$ cat src/rtl/vote_logger_if.sv
// Button/mode inputs and tally/pulse outputs of the vote logger, grouped for port connection.
interface vote_logger_if #(
  parameter int CNT_W = 8
);
  logic             mode;
  logic             cand1_button;
  logic             cand2_button;
  logic             cand3_button;
  logic             cand4_button;
  logic [CNT_W-1:0] cand1_vote;
  logic [CNT_W-1:0] cand2_vote;
  logic [CNT_W-1:0] cand3_vote;
  logic [CNT_W-1:0] cand4_vote;
  logic             valid_vote_casted;
  logic             invalid_vote;
  logic             busy;

  modport master (
    output mode, cand1_button, cand2_button, cand3_button, cand4_button,
    input  cand1_vote, cand2_vote, cand3_vote, cand4_vote,
    input  valid_vote_casted, invalid_vote, busy
  );

  modport slave (
    input  mode, cand1_button, cand2_button, cand3_button, cand4_button,
    output cand1_vote, cand2_vote, cand3_vote, cand4_vote,
    output valid_vote_casted, invalid_vote, busy
  );
endinterface

$ cat src/rtl/vote_logger.sv
// Synchronise/debounce four candidate buttons and tally one vote per press (no backpressure).
// Latency: raw high sampled at edge E0 -> tally and pulse update on edge E0+2+DEBOUNCE_CYCLES.
module vote_logger #(
  parameter int DEBOUNCE_CYCLES = 4,
  parameter int CNT_W           = 8
) (
  input  logic          clk,
  input  logic          rst,
  vote_logger_if.slave  bus
);

  localparam int            DW      = 24;
  localparam logic [DW-1:0] DB_LAST = DW'(DEBOUNCE_CYCLES - 1);

  localparam logic [0:0] IDLE         = 1'b0;
  localparam logic [0:0] WAIT_RELEASE = 1'b1;

  logic [3:0]       raw;
  logic [3:0]       sync1;
  logic [3:0]       sync2;
  logic [3:0]       db;
  logic [DW-1:0]    db_cnt [4];
  logic [0:0]       state;
  logic [CNT_W-1:0] tally [4];
  logic             vld;
  logic             inv;
  logic [3:0]       sat;
  logic             one_hot;

  assign raw = {bus.cand4_button, bus.cand3_button, bus.cand2_button, bus.cand1_button};

  // Level changes only after DEBOUNCE_CYCLES consecutive disagreeing samples.
  always_ff @(posedge clk or negedge rst) begin
    if (!rst) begin
      sync1 <= '0;
      sync2 <= '0;
      db    <= '0;
      for (int i = 0; i < 4; i++) db_cnt[i] <= '0;
    end else begin
      sync1 <= raw;
      sync2 <= sync1;
      for (int i = 0; i < 4; i++) begin
        if (sync2[i] != db[i]) begin
          if (db_cnt[i] == DB_LAST) begin
            db[i]     <= ~db[i];
            db_cnt[i] <= '0;
          end else begin
            db_cnt[i] <= db_cnt[i] + DW'(1);
          end
        end else begin
          db_cnt[i] <= '0;
        end
      end
    end
  end

  always_comb begin
    sat = '0;
    for (int i = 0; i < 4; i++) sat[i] = &tally[i];
  end

  assign one_hot = (db != 4'd0) && ((db & (db - 4'd1)) == 4'd0);

  // Any press seen in IDLE moves to WAIT_RELEASE, so a held button counts at most once.
  always_ff @(posedge clk or negedge rst) begin
    if (!rst) begin
      state <= IDLE;
      vld   <= 1'b0;
      inv   <= 1'b0;
      for (int i = 0; i < 4; i++) tally[i] <= '0;
    end else begin
      vld <= 1'b0;
      inv <= 1'b0;
      case (state)
        IDLE: begin
          if (db != 4'd0) begin
            state <= WAIT_RELEASE;
            if (!bus.mode) begin
              if (one_hot && ((db & sat) == 4'd0)) begin
                for (int i = 0; i < 4; i++)
                  if (db[i]) tally[i] <= tally[i] + CNT_W'(1);
                vld <= 1'b1;
              end else begin
                inv <= 1'b1;
              end
            end
          end
        end
        default: begin
          if (db == 4'd0) state <= IDLE;
        end
      endcase
    end
  end

  assign bus.cand1_vote        = tally[0];
  assign bus.cand2_vote        = tally[1];
  assign bus.cand3_vote        = tally[2];
  assign bus.cand4_vote        = tally[3];
  assign bus.valid_vote_casted = vld;
  assign bus.invalid_vote      = inv;
  assign bus.busy              = (state != IDLE);

endmodule

$ cat src/flat_wrapper.sv
// flat-port wrapper written by rule: the top's interface ports become plain ports
module vote_logger_flat 
#(
  parameter int DEBOUNCE_CYCLES = 4,
  parameter int CNT_W           = 8
)
  (clk, rst, bus_mode, bus_cand1_button, bus_cand2_button, bus_cand3_button, bus_cand4_button, bus_cand1_vote, bus_cand2_vote, bus_cand3_vote, bus_cand4_vote, bus_valid_vote_casted, bus_invalid_vote, bus_busy);
  vote_logger_if #(.CNT_W(CNT_W)) bus_i ();
  input  logic clk;
  input  logic rst;
  input wire logic [$bits(bus_i.mode)-1:0] bus_mode;
  input wire logic [$bits(bus_i.cand1_button)-1:0] bus_cand1_button;
  input wire logic [$bits(bus_i.cand2_button)-1:0] bus_cand2_button;
  input wire logic [$bits(bus_i.cand3_button)-1:0] bus_cand3_button;
  input wire logic [$bits(bus_i.cand4_button)-1:0] bus_cand4_button;
  output wire logic [$bits(bus_i.cand1_vote)-1:0] bus_cand1_vote;
  output wire logic [$bits(bus_i.cand2_vote)-1:0] bus_cand2_vote;
  output wire logic [$bits(bus_i.cand3_vote)-1:0] bus_cand3_vote;
  output wire logic [$bits(bus_i.cand4_vote)-1:0] bus_cand4_vote;
  output wire logic [$bits(bus_i.valid_vote_casted)-1:0] bus_valid_vote_casted;
  output wire logic [$bits(bus_i.invalid_vote)-1:0] bus_invalid_vote;
  output wire logic [$bits(bus_i.busy)-1:0] bus_busy;
  assign bus_i.mode = bus_mode;
  assign bus_i.cand1_button = bus_cand1_button;
  assign bus_i.cand2_button = bus_cand2_button;
  assign bus_i.cand3_button = bus_cand3_button;
  assign bus_i.cand4_button = bus_cand4_button;
  assign bus_cand1_vote = bus_i.cand1_vote;
  assign bus_cand2_vote = bus_i.cand2_vote;
  assign bus_cand3_vote = bus_i.cand3_vote;
  assign bus_cand4_vote = bus_i.cand4_vote;
  assign bus_valid_vote_casted = bus_i.valid_vote_casted;
  assign bus_invalid_vote = bus_i.invalid_vote;
  assign bus_busy = bus_i.busy;
  vote_logger #(.DEBOUNCE_CYCLES(DEBOUNCE_CYCLES), .CNT_W(CNT_W)) u_core (.clk(clk), .rst(rst), .bus(bus_i));
endmodule
$ cat config.mk
export PLATFORM = sky130hd
export DESIGN_NAME = vote_logger_flat
export DESIGN_NICKNAME = d
export VERILOG_FILES = /design/src/rtl/vote_logger_if.sv /design/src/rtl/vote_logger.sv /design/src/flat_wrapper.sv
export SDC_FILE = /design/constraint.sdc
export NUM_CORES = 1
export LEC_CHECK = 0
export CORE_AREA = 2 2 109 111
export DETAILED_ROUTE_END_ITERATION = 16
export DIE_AREA = 0 0 111 113
export PLACE_DENSITY = 0.85
export SYNTH_ARGS = -nofsm -noshare
export SYNTH_HDL_FRONTEND = slang
export SYNTH_SLANG_ARGS = --single-unit
$ cat constraint.sdc
create_clock -name clk -period 2.2 [get_ports clk]
set_clock_uncertainty 0.05 [all_clocks]
set_input_delay 0.44 -clock clk [delete_from_list [all_inputs] [get_ports clk]]
set_output_delay 0.44 -clock clk [all_outputs]
set_load 0.005 [all_outputs]
==> results_tabular.tex <==
\begin{tabular}{lr}
\hline
Metric & Value \\
\hline
\multicolumn{2}{l}{\textbf{Power and ir drop}} \\
\quad Worst IR drop on VDD & between 1 and 1.5 mV \\
\quad Switching share of power & 0.270 \\
\quad Cell internal pwr & approximately 5600 uW \\
\quad Total leakage power & between 0.003 and 0.004 uW \\
\quad Net switching component of the power & a little over 2000 uW \\
\quad Clk pwr share & 0.426 \\
\quad Power density over the cells & about 960 mW/mm2 \\
\quad Gate power share & 0.174 \\
\quad Overall power & a little under 8000 uW \\
\quad Share of total power in sequential cells & 0.400 \\
\multicolumn{2}{l}{\textbf{Floorplan}} \\
\quad Count of pins on the block boundary & between 40 and 50 \\
\quad Starting Density & 0.581 \\
\quad Std-Cell Core Area & 0.0113 mm2 \\
\quad Number of core rows & 39 \\
\quad Die boundary height & around 110 um \\
\quad Area of the die & roughly 0.013 mm2 \\
\quad Die boundary width & between 100 and 150 um \\
\multicolumn{2}{l}{\textbf{Logic synthesis}} \\
\quad Sequential element share of the synthesized area & 0.546 \\
\quad Top-area cell type share of the netlist area & 0.546 \\
\quad Main area contributors after synthesis & sky130\_fd\_sc\_hd\_\_dfrtp\_1 (55\%), sky130\_fd\_sc\_hd\_\_xor2\_1 (11\%), sky130\_fd\_sc\_hd\_\_nor2\_1 (6.7\%) \\
\quad Post-synth EDFFs & 0 \\
\quad Net Count, Synth & between 600 and 700 \\
\quad Async set-reset flop share out of synthesis & 1.00 \\
\quad Netlist area before placement & $\sim$0.0066 mm2 \\
\quad Gate Count Post-Synth & between 600 and 700 \\
\quad Predominant post-synthesis flop cell & sky130\_fd\_sc\_hd\_\_dfrtp\_1 \\
\quad Warnings, synthesis & 0 \\
\quad Number of distinct standard cells referenced by the synthesized netlist & 33 \\
\quad Register bit count reported by yosys & between 100 and 150 \\
\quad Average footprint of a synthesized cell & 10.3 um2 \\
\quad Biggest area consumer among synthesized cells & sky130\_fd\_sc\_hd\_\_dfrtp\_1 \\
\multicolumn{2}{l}{\textbf{Clock network}} \\
\quad Clock Path Buffers & 2 \\
\quad Clock latency on the worst-skew pair & about 0.42 ns \\
\quad TritonCTS clock tree & built \\
\quad Clock root buffer & sky130\_fd\_sc\_hd\_\_clkbuf\_16 \\
\quad Total clock buffers created by CTS & 17 \\
\quad Deepest level of the CTS H-tree & 4 \\
\quad Clock sink count & around 140 \\
\quad Clock slew at reported path FFs & 0.06 ns \\
\multicolumn{2}{l}{\textbf{Worst setup path}} \\
\quad Logic depth of the worst register-to-register path & 8 \\
\quad Worst path top cell family by delay & compound AO/OA/AOI/OAI gates \\
\quad Number of buffer and inverter instances along the worst setup path & 2 \\
\quad WS Path Type & reg -> reg \\
\quad Critical path capture point type & flop \\
\quad Sequence of cells on the critical path & buf\_4 > o21ai\_0 > o21ai\_0 > o21ai\_2 > nand4\_4 > buf\_4 > or3\_1 > xnor2\_1 \\
\quad Worst reg2reg path startpoint & u\_core.db[3] \\
\quad Critical R2R Capture & u\_core.bus.cand2\_vote[4] \\
\quad Critical path startpoint & u\_core.db[3] \\
\quad Minimum setup slack among reg-to-reg paths & approximately 0.07 ns \\
\quad Worst Path Required & roughly 2.5 ns \\
\quad Critical path depth & 8 \\
\quad Crit path arrival time & roughly 2.4 ns \\
\quad Maximum fanout count along the critical path & 6 \\
\quad Largest stage delay, worst path & 0.43 ns \\
\quad Slowest cell on the critical path & sky130\_fd\_sc\_hd\_\_dfrtp\_1 \\
\quad CP Capture Point & u\_core.bus.cand2\_vote[4] \\
\quad Element type at the critical path start & flop \\
\multicolumn{2}{l}{\textbf{Timing}} \\
\quad Final Setup Violations & 0 \\
\quad Crit path time final & 2.13 ns \\
\quad Achievable Freq & between 0.4 and 0.5 GHz \\
\quad Headroom to the max-slew limit & 0.609 \\
\quad Worst hold margin & 0.305 ns \\
\quad Setup total negative slack & 0 ns \\
\quad Slew at the pin closest to its max-slew limit & $\sim$0.58 ns \\
\quad Setup ws final & between 0.07 and 0.08 ns \\
\quad Final clock period utilization by the worst path & 0.968 \\
\quad Number of hold violations in the final report & 0 \\
\quad Number of slew-limit violations in the final report & 0 \\
\multicolumn{2}{l}{\textbf{Drt}} \\
\quad Routed via count divided by cell count & 5.73 \\
\quad Via count & 4971 \\
\quad Iter 0 DRT Violations & 302 \\
\quad Total DRC errors in the routed layout & 0 \\
\quad Detailed-router iteration count before antenna repair & 5 \\
\quad Total length of routed wires & roughly 14000 um \\
\quad Residual antenna-violating net count after detailed routing & 0 \\
\quad Routed wire length per instance & roughly 16 um \\
\multicolumn{2}{l}{\textbf{Placement}} \\
\quad Detailed placer's ending HPWL & about 8900 um \\
\quad Placer's final routability congestion estimate & 0.851 \\
\quad PortBufs & approximately 40 \\
\quad Post-placement setup slack & a little over 0.05 ns \\
\quad Cell area after placement & between 0.007 and 0.008 mm2 \\
\multicolumn{2}{l}{\textbf{Cells and area}} \\
\quad Layout cells sized above 1 & 0.108 \\
\quad Layout-stage area growth over the synthesis result & 22.8\% \\
\quad Layout Cell Area excl Fill & 0.00805 mm2 \\
\quad Number of antenna repair diodes & 0 \\
\quad Filler cell count in the final layout & approximately 700 \\
\quad Number of nets in the layout & around 730 \\
\multicolumn{2}{l}{\textbf{GRT}} \\
\quad Pin count of the biggest net entering global routing & 59 \\
\quad Number of antenna violations at the first check in global routing & 0 \\
\quad Overflow after GRT & 0 \\
\quad Vias in the first global route & between 5000 and 6000 \\
\quad First-pass GRT wire length & between 20000 and 25000 um \\
\quad Overall track demand over capacity in global routing & 0.236 \\
\multicolumn{2}{l}{\textbf{Hold path}} \\
\quad Tightest Hold Check Type & reg -> reg \\
\quad Startpoint of the tightest hold check path & u\_core.sync1[3] \\
\multicolumn{2}{l}{\textbf{Run status}} \\
\quad Status & finished clean \\
\multicolumn{2}{l}{\textbf{Job}} \\
\quad Number of max-capacitance violations reported & 0 \\
\hline
\end{tabular}
==> cell usage in the layout (no fill, tap or decap), types with 18 or more instances in the layout <==
cell type	instances
sky130_fd_sc_hd__buf_4	23
sky130_fd_sc_hd__clkdlybuf4s50_1	40
sky130_fd_sc_hd__dfrtp_1	141
sky130_fd_sc_hd__nand2_1	50
sky130_fd_sc_hd__nand3_1	41
sky130_fd_sc_hd__nand4_1	31
sky130_fd_sc_hd__nor2_1	116
sky130_fd_sc_hd__nor3_1	18
sky130_fd_sc_hd__xnor2_1	33
sky130_fd_sc_hd__xor2_1	82
==> power by group through the flow <==
stage,Combinational (uW),Sequential (uW),Clock [uW]
after floorplan,746,3050,0
after global placement,1220,3080,0
after detailed placement,1290,3110,0
after CTS,1310,3060,3310
after global routing,1490,3110,3450
final,1340,3070,3280
==> how the worst min path moves through the flow <==
stage	cells past startpoint	end
6_report	0	u_core.sync2[3]
5_1_grt	0	u_core.sync2[0]
4_1_cts	0	u_core.sync2[3]
3_5_place_dp	0	u_core.sync2[1]
3_3_place_gp	0	u_core.sync2[1]
2_1_floorplan	0	u_core.bus.busy
==> worst register-to-register path: stages, from the launching register on <==
cell and delay, ns:
sky130_fd_sc_hd__dfrtp_1 0.43, sky130_fd_sc_hd__buf_4 0.17, sky130_fd_sc_hd__o21ai_0 0.06, sky130_fd_sc_hd__o21ai_0 0.17, sky130_fd_sc_hd__o21ai_2 0.30, sky130_fd_sc_hd__nand4_4 0.19, sky130_fd_sc_hd__buf_4 0.19, sky130_fd_sc_hd__or3_1 0.32
sky130_fd_sc_hd__xnor2_1 0.13
==> cell usage after synthesis, types with 3 or more instances <==
cell / number
sky130_fd_sc_hd__or3_1: 11
sky130_fd_sc_hd__xnor2_1: 33
sky130_fd_sc_hd__nor2_1: 117
sky130_fd_sc_hd__nand4_1: 31
sky130_fd_sc_hd__ha_1: 8
sky130_fd_sc_hd__nor4b_1: 3
sky130_fd_sc_hd__o21ai_0: 8
sky130_fd_sc_hd__inv_1: 7
sky130_fd_sc_hd__mux2_2: 8
sky130_fd_sc_hd__nand2_1: 50
sky130_fd_sc_hd__and4_1: 11
sky130_fd_sc_hd__xor2_1: 82
sky130_fd_sc_hd__dfrtp_1: 143
sky130_fd_sc_hd__clkbuf_1: 8
sky130_fd_sc_hd__nor4_1: 18
sky130_fd_sc_hd__o21ai_1: 4
sky130_fd_sc_hd__a21oi_1: 6
sky130_fd_sc_hd__nor3_1: 18
sky130_fd_sc_hd__buf_2: 5
sky130_fd_sc_hd__and3_1: 10
sky130_fd_sc_hd__nand3_1: 41
==> routing by layer <==
metal / routed length, um / GRT usage / share of wire
met1: 5860 / 0.290 / 0.43
met2: 7020 / 0.398 / 0.51
met3: 563 / 0.0568 / 0.041
met4: 293 / 0.110 / 0.021
met5: 0 / 0 / 0
==> registers in the layout, indices dropped and copies added, names as in the netlist <==
signal	cells
u_core.bus.cand1_vote	8
u_core.bus.valid_vote_casted	1
u_core.bus.invalid_vote	1
u_core.bus.cand3_vote	8
u_core.db	4
u_core.bus.cand2_vote	8
u_core.sync1	4
u_core.bus.cand4_vote	8
u_core.sync2	4
u_core.db_cnt	96
u_core.bus.busy	1
==> kinds of logic after synthesis <==
kind of cell	share of synthesized area
buf+inv	0.0130
mux	0.0138
flops	0.546
fa+ha+maj	0.0153
compound gates	0.0199
simple gates	0.238
xor+xnor	0.154
==> cell type report <==
class / instances / area, um2 / share of cell area
flip-flops and latches: 143 / 3580 / 0.445
clock inverters: 10 / 206 / 0.0257
clock buffers: 22 / 474 / 0.0589
inverters: 8 / 30.0 / 0.00373
repair buffers: 67 / 634 / 0.0788
multi-input cells: 474 / 2940 / 0.366
well taps: 143 / 179 / 0.0222
==> what timing repair did <==
item / 4_1_cts / 5_1_grt
pin swaps: 0 / 3
endpoints found under the setup margin: 2 / 11
endpoints found under the hold margin: 55 / 0
gates cloned: 0 / 1
hold buffers: 1 / 0
resized for setup: 2 / 8
setup buffers: 0 / 4
==> metrics by stage <==
step,std cells,util
after global routing,867,0.714
after CTS,862,0.707
after global placement,829,0.645
after floorplan,637,-
final,867,0.714
after detailed placement,829,0.645
Power figures use the tool's default switching activity.
